==> src/rtl/instr_mem_loader.sv <==
`default_nettype none
// ============================================================================
// Module      : instr_mem_loader
// Description : Boot-time loader for the 24-bit CPU. Assembles a byte stream
//               into big-endian 24-bit words, writes them into instruction
//               memory, verifies a trailing XOR checksum byte and keeps the
//               CPU in reset until a load has completed successfully.
// Revision    : 1.0 - initial release
// ============================================================================
module instr_mem_loader #(
  parameter int ADDR_WIDTH = 8,
  parameter int MEM_DEPTH  = 256
) (
  input  logic                  clk,
  input  logic                  rst,
  input  logic                  i_start,
  input  logic [ADDR_WIDTH:0]   i_length,
  input  logic [7:0]            i_rx_data,
  input  logic                  i_rx_valid,
  output logic                  o_rx_ready,
  output logic                  o_imem_wr_en,
  output logic [ADDR_WIDTH-1:0] o_imem_addr,
  output logic [23:0]           o_imem_wr_data,
  output logic                  o_cpu_reset,
  output logic                  o_busy,
  output logic                  o_done,
  output logic                  o_error
);

  typedef enum logic [2:0] {
    S_IDLE  = 3'd0,
    S_LOAD  = 3'd1,
    S_WRITE = 3'd2,
    S_CHECK = 3'd3,
    S_DONE  = 3'd4,
    S_ERROR = 3'd5
  } state_t;

  localparam logic [ADDR_WIDTH:0] c_mem_depth = (ADDR_WIDTH+1)'(MEM_DEPTH);
  localparam logic [ADDR_WIDTH:0] c_zero_len  = '0;
  localparam logic [ADDR_WIDTH:0] c_one_len   = (ADDR_WIDTH+1)'(1);
  localparam logic [1:0]          c_last_byte = 2'd2;

  state_t                r_state;
  logic [1:0]            r_byte_cnt;
  logic [ADDR_WIDTH:0]   r_words_left;
  logic [7:0]            r_csum;
  logic                  r_rx_ready;
  logic                  r_wr_en;
  logic [ADDR_WIDTH-1:0] r_addr;
  logic [23:0]           r_wr_data;
  logic                  r_cpu_reset;
  logic                  r_busy;
  logic                  r_done;
  logic                  r_error;

  logic [ADDR_WIDTH:0]   w_len_clamped;
  logic                  w_rx_fire;

  // Oversized requests are clamped so the address never wraps inside a load.
  assign w_len_clamped = (i_length > c_mem_depth) ? c_mem_depth : i_length;
  assign w_rx_fire     = i_rx_valid && r_rx_ready;

  // Loader FSM; every output is a register updated alongside the state.
  always_ff @(posedge clk) begin
    if (rst) begin
      r_state      <= S_IDLE;
      r_byte_cnt   <= 2'd0;
      r_words_left <= '0;
      r_csum       <= 8'h00;
      r_rx_ready   <= 1'b0;
      r_wr_en      <= 1'b0;
      r_addr       <= '0;
      r_wr_data    <= 24'h000000;
      r_cpu_reset  <= 1'b1;
      r_busy       <= 1'b0;
      r_done       <= 1'b0;
      r_error      <= 1'b0;
    end else begin
      case (r_state)
        S_IDLE, S_DONE, S_ERROR: begin
          if (i_start) begin
            r_words_left <= w_len_clamped;
            r_byte_cnt   <= 2'd0;
            r_addr       <= '0;
            r_csum       <= 8'h00;
            r_wr_data    <= 24'h000000;
            r_done       <= 1'b0;
            r_error      <= 1'b0;
            r_cpu_reset  <= 1'b1;
            r_busy       <= 1'b1;
            r_rx_ready   <= 1'b1;
            // A zero-length load still consumes the checksum byte.
            r_state      <= (w_len_clamped == c_zero_len) ? S_CHECK : S_LOAD;
          end
        end

        S_LOAD: begin
          if (w_rx_fire) begin
            r_csum    <= r_csum ^ i_rx_data;
            r_wr_data <= {r_wr_data[15:0], i_rx_data};
            if (r_byte_cnt == c_last_byte) begin
              // Drop ready now so the source holds the next byte during WRITE.
              r_byte_cnt <= 2'd0;
              r_rx_ready <= 1'b0;
              r_wr_en    <= 1'b1;
              r_state    <= S_WRITE;
            end else begin
              r_byte_cnt <= r_byte_cnt + 2'd1;
            end
          end
        end

        S_WRITE: begin
          r_wr_en      <= 1'b0;
          r_rx_ready   <= 1'b1;
          r_addr       <= r_addr + 1'b1;
          r_words_left <= r_words_left - 1'b1;
          r_state      <= (r_words_left == c_one_len) ? S_CHECK : S_LOAD;
        end

        S_CHECK: begin
          if (w_rx_fire) begin
            r_rx_ready <= 1'b0;
            r_busy     <= 1'b0;
            if (i_rx_data == r_csum) begin
              r_done      <= 1'b1;
              r_cpu_reset <= 1'b0;
              r_state     <= S_DONE;
            end else begin
              r_error     <= 1'b1;
              r_cpu_reset <= 1'b1;
              r_state     <= S_ERROR;
            end
          end
        end

        default: begin
          r_state <= S_IDLE;
        end
      endcase
    end
  end

  assign o_rx_ready     = r_rx_ready;
  assign o_imem_wr_en   = r_wr_en;
  assign o_imem_addr    = r_addr;
  assign o_imem_wr_data = r_wr_data;
  assign o_cpu_reset    = r_cpu_reset;
  assign o_busy         = r_busy;
  assign o_done         = r_done;
  assign o_error        = r_error;

endmodule
`default_nettype wire

==> config.mk <==
export PLATFORM = sky130hd
export DESIGN_NAME = instr_mem_loader
export DESIGN_NICKNAME = d
export VERILOG_FILES = /design/src/rtl/instr_mem_loader.sv
export SDC_FILE = /design/constraint.sdc
export NUM_CORES = 1
export LEC_CHECK = 0
export CAP_MARGIN = 5
export CORE_MARGIN = 3
export CORE_UTILIZATION = 51
export CTS_CLUSTER_SIZE = 12
export DETAILED_ROUTE_END_ITERATION = 16
export PLACE_DENSITY = 0.8
export SYNTH_ARGS = -nofsm -noshare
export SYNTH_HDL_FRONTEND = slang
export SYNTH_SLANG_ARGS = --single-unit
==> constraint.sdc <==
create_clock -name clk -period 1.9 [get_ports clk]
set_input_delay 0.57 -clock clk [delete_from_list [all_inputs] [get_ports clk]]
set_output_delay 0.57 -clock clk [all_outputs]
set_load 0.05 [all_outputs]
# --- Word-level counts from Yosys, hierarchy flattened ---
# Cells that the tools add are included.
classes:
  n_addsub: 3
  magnitude_cmp: 1
  eq_ne: 14
  n_mux: 41
  bitwise_logic: 1
  n_reduce_logical: 17
ops:
  columns: ["op", "count"]
  rows:
  - ["$mux 24", 2]
  - ["$pmux 24 s2", 1]
  - ["$pmux 8 s2", 2]
  - ["$mux 9", 2]
  - ["$pmux 9 s2", 1]
  - ["$mux 8", 2]
  - ["$mux 1", 14]
  - ["$mux 3", 4]
  - ["$ne 2x2->1 const B", 6]
  - ["$pmux 3 s4", 1]
  - ["$reduce_and 4->1", 3]
  - ["$mux 2", 5]
  - ["$pmux 1 s2", 5]
  - ["$eq 9x1->1 const B", 1]
  - ["$gt 9x9->1 const B", 1]
  - ["$logic_not 9->1", 1]
  - ["$reduce_and 3->1", 3]
  - ["$sub 9x1->9 const B", 1]
  - ["$add 8x1->8 const B", 1]
  - ["$eq 8x8->1", 1]
  - ["$reduce_bool 2->1", 4]
  - ["$xor 8x8->8", 1]
  - ["$eq 3x2->1 const B", 2]
  - ["$eq 3x3->1 const B", 2]
  - ["other kinds (11)", 11]
word_totals:
  reg_bits: 60
  input_bits: 21
  out_inout_bits: 38
  word_cells: 89

# --- Logic depth before layout (Yosys ltp) ---
depth:
  word_depth: 6
  mapped_depth: 7
  mapped_depth_nobuf: 5

# --- Worst setup path after synthesis ---
# No wires, ideal clock.
synth_timing:
  path_kind: "register to register"
  startpoint: "register r_addr[0] (netlist: o_imem_addr[0])"
  endpoint: "register r_addr[4] (netlist: o_imem_addr[4])"
  setup_time_ns: 0.070
  arrival_ns: 1.636
  t_required_ns: 1.830
  slack_ns: 0.194
  path_stages_with_launch: 5
  period_less_slack_ns: 1.706
  path_cell_list: "dfxtp_1 > ha_1 > nand2_1 > or4b_1 > a21oi_1"
synth_between:
  elab_chain_len: 2
synth_rtl:
  columns: ["element", "line", "source"]
  rows:
  - ["start: declaration", "50", "logic [ADDR_WIDTH-1:0] r_addr;"]
  - ["start signal: assignment", "117", "r_addr <= r_addr + 1'b1;"]
  - ["$add 8x1->8", "117", null]
  - ["$pmux 8 s2", "80", "case (r_state)"]
# Every way passes these cells.
# A chain may end at the register's enable or synchronous reset.

# --- Worst setup path in the final report ---
layout_timing:
  startpoint: "register r_state[2]"
  endpoint: "register r_words_left[3]"
layout_between:
  elab_chain_len: 4
  word_cells_on_any_way: 9
  classes_between: "eq/ne: 4; mux: 1; reduce/logical: 4"
layout_rtl:
  columns: ["element", "line", "source"]
  rows:
  - ["start: declaration", "44", "state_t r_state;"]
  - ["start signal: assignment", "94", "r_state <= (w_len_clamped == c_zero_len) ? S_CHECK : S_LOAD;"]
  - ["start signal: assignment", "119", "r_state <= (r_words_left == c_one_len) ? S_CHECK : S_LOAD;"]
  - ["$eq 3x3->1 or $logic_not 3->1 (tied branches)", "80", null]
  - ["$reduce_or 3->1", "80", null]
  - ["$ne 2x2->1 (no source line) or $reduce_bool 2->1 (tied branches)", null, null]
  - ["$reduce_and 2->1 (no source line)", null, null]
  - ["end signal: assignment", "83", "r_words_left <= w_len_clamped;"]
  - ["end signal: assignment", "118", "r_words_left <= r_words_left - 1'b1;"]
  - ["end: declaration", "46", "logic [ADDR_WIDTH:0] r_words_left;"]
# Parallel ways exist; a longest one is shown, timed or not.

==> flow_summary.json <==
{
  "powerDensity_nw_per_um2": 721,
  "syn-num-nets": 367,
  "syn_to_final_growth_pct": 35.1,
  "synth_edf_count": 0,
  "antenna_found_initial": 0,
  "wl_per_cell_um": 14.6,
  "status": "finished clean",
  "crit_path_end": "r_words_left[3]$_SDFFE_PP0P_",
  "port_buffers": 58,
  "hold_class": "reg2reg",
  "clockBufferDepth": 2,
  "cts_hold_buffers": 0,
  "ys_ff_latch": 60,
  "ant_nets": 0,
  "r2r_end": "r_words_left[3]$_SDFFE_PP0P_",
  "synthCells": 343,
  "vias": 2826,
  "finalSetupTns_ns": 0,
  "yosysTopAreaCellShare_pct": 42.6,
  "fin_crit_ns": 1.76,
  "fmax_ghz": 0.568,
  "drt_wl_total_mm": 7.21,
  "wl_met2_mm": 3.22,
  "drc": 0,
  "grt_use_total_pct": 23.8,
  "end_kind": "register",
  "io_pins": 59,
  "grt_pass1_wl_mm": 12.1,
  "ir_drop_mv": 0.436,
  "cts_tree": "built",
  "synth.area.top_cells": "dfxtp_1 (43%), a21oi_1 (9.1%), nor2_1 (7.1%), nor4b_1 (5.3%), clkbuf_1 (2.8%)",
  "hold_violations": 0,
  "ff2ff_setup_slack_ns": 0.14,
  "crit_fanout": 12,
  "cap_violations": 0,
  "num_rows": 26,
  "core_um2": 5240,
  "rsz0062_at_grt": "no",
  "drt-met1-wl_mm": 3.49,
  "yosysWarningCount": 0,
  "diodes": 0,
  "fin_nets": 442,
  "path_class": "reg2reg",
  "fin_skew_ns": 0.00829,
  "clkSinkCount": 60,
  "grt_max_degree": 35,
  "via_per_inst": 5.73,
  "avgSynthCellArea_um2": 8.22,
  "setup_viol": 0,
  "syn-cell-area_um2": 2820,
  "die_y_um": 80.4,
  "htree_num_levels": 3,
  "postCtsResizedCells": 0,
  "synth_top_flop_cell": "dfxtp_1",
  "reg2reg_depth": 4,
  "worstPathRequired_ns": 2.10,
  "synth-async-reset-ratio_pct": 0,
  "first_iter_violations": 214,
  "clkTransAtPathRegs_ns": 0.07,
  "finalWeightedCongestion": 0.875,
  "die_w_um": 80.4,
  "p_leak_nw": 1.44,
  "critPathLaunchType": "register",
  "worstHoldStart": "r_byte_cnt[1]$_SDFFE_PP0P_",
  "period_share_pct": 92.6,
  "synthDistinctLibCells": 48,
  "tightest_slew_ns": 0.542,
  "placedCellCount": 477,
  "dr_wl_met3_um": 390,
  "start_util_pct": 53.8,
  "grt-ovfl-total": 0,
  "clk_latency_ns": 0.34,
  "final_cells": 493,
  "numCtsBuffers": 9,
  "fin_util_pct": 72.7,
  "fillers": 407,
  "grt_pass1_vias": 2534,
  "worstPathArrival_ns": 1.96,
  "slew_violations": 0,
  "startpoint": "r_state[2]$_SDFFE_PP0P_",
  "die_area_um2": 6460,
  "post-dp-hpwl_mm": 4.98,
  "drive_above_1_share_pct": 21.0,
  "r2r_start": "r_state[2]$_SDFFE_PP0P_",
  "yosysTopAreaCell": "dfxtp_1",
  "post-cts-setup-buffers": 0,
  "top_layer": "met4",
  "root_buffer": "clkbuf_8",
  "first_pass_iters": 4,
  "slew_headroom_pct": 63.9,
  "ys_seq_area_share_pct": 42.6
}
cells by family (layout without fill, tap and decap cells):
kind of cell / count (synthesis) / in the layout / synth area share [%]
AOI/OAI and AO/OA: 96 / 96 / 20.3
xor gates and xnor gates: 9 / 9 / 2.80
adders and majority gates: 3 / 3 / 1.33
buffers and inverters: 36 / 116 / 5.32
DFF: 60 / 60 / 42.6
muxes: 1 / 1 / 0.355
and+or+nand+nor: 138 / 138 / 27.3
cell usage in the layout, fill, tap and decap left out, types with 5 or more instances in the layout:
cell type / instances
nor2_1: 53
inv_1: 10
nand4_1: 5
o21ai_0: 15
clkbuf_8: 10
nand3_1: 6
nand2_1: 11
xnor2_1: 8
buf_4: 62
nor4b_1: 17
nor3_1: 5
or4_1: 10
nor4_1: 11
buf_12: 8
a22oi_1: 5
dfxtp_1: 60
a21oi_1: 51
clkdlybuf4s50_1: 19
cells in the mapped netlist (4+ instances only):
library cell,number
a21oi_1,51
a22oi_1,5
a31oi_1,4
clkbuf_1,21
dfxtp_1,60
inv_1,10
nand2_1,11
nand3_1,6
nand3b_1,4
nand4_1,5
nor2_1,53
nor3_1,5
nor4_1,11
nor4b_1,17
o21ai_0,15
or4_1,10
xnor2_1,8
cell type report:
class	instances	area, µm²	area share (%)
clock buffer	12	145	3.81
clock inverter	4	48.8	1.28
inverter	10	37.5	0.985
multi-input combinational	247	1470	38.6
sequential	60	1200	31.5
tap	70	87.6	2.30
timing repair buffer	90	821	21.5
worst min-delay path by stage:
| stage | to | slack (ns) | cells past startpoint |
|---|---|---|---|
| 6_report | r_byte_cnt[1]$_SDFFE_PP0P_ | 0.49 | 2 |
| 2_1_floorplan | r_words_left[7]$_SDFFE_PP0P_ | 0.44 | 2 |
| 5_1_grt | o_done$_SDFFE_PP0P_ | 0.50 | 1 |
| 4_1_cts | o_done$_SDFFE_PP0P_ | 0.49 | 1 |
| 3_5_place_dp | o_done$_SDFFE_PP0P_ | 0.47 | 1 |
| 3_3_place_gp | r_words_left[7]$_SDFFE_PP0P_ | 0.47 | 2 |
power by group:
group	leakage, nW	switching (mW)	internal [mW]
clock network	0.100	0.507	0.640
logic	0.854	0.170	0.137
registers	0.485	0.0178	1.28
metrics by stage:
| stage | cell area (µm²) | worst slack [ns] | hold slack (ns) | power [mW] |
|---|---|---|---|---|
| 3_3_place_gp | 3620 | -0.135 | 0.466 | 1.62 |
| 5_1_grt | 3810 | 0.0276 | 0.502 | 2.84 |
| 2_1_floorplan | 2820 | 0.194 | 0.443 | 1.47 |
| 4_1_cts | 3810 | 0.141 | 0.486 | 2.76 |
| 6_report | 3810 | 0.140 | 0.489 | 2.75 |
| 3_5_place_dp | 3620 | -0.169 | 0.471 | 1.63 |
sequential cells by signal (all words and copies together), names as in the netlist:
signal          flops
o_busy              1
o_imem_addr         8
r_words_left        9
r_byte_cnt          2
o_cpu_reset         1
r_csum              8
o_imem_wr_en        1
o_error             1
r_state             3
o_rx_ready          1
o_imem_wr_data     24
o_done              1
worst max-delay path: stages, from the launching register on:
cell and delay (ns):
dfxtp_1 0.41, or3b_4 0.52, or4_1 0.42, a32oi_1 0.20
a21oi_1 0.08
metal layers:
layer | GRT usage [%] | up-vias
met1 | 33.7 | 1345
met3 | 6.39 | 10
li1 | - | 1405
met4 | 7.94 | 0
met2 | 34.7 | 66
met5 | 0 | -
(Power assumes the default switching activity.)
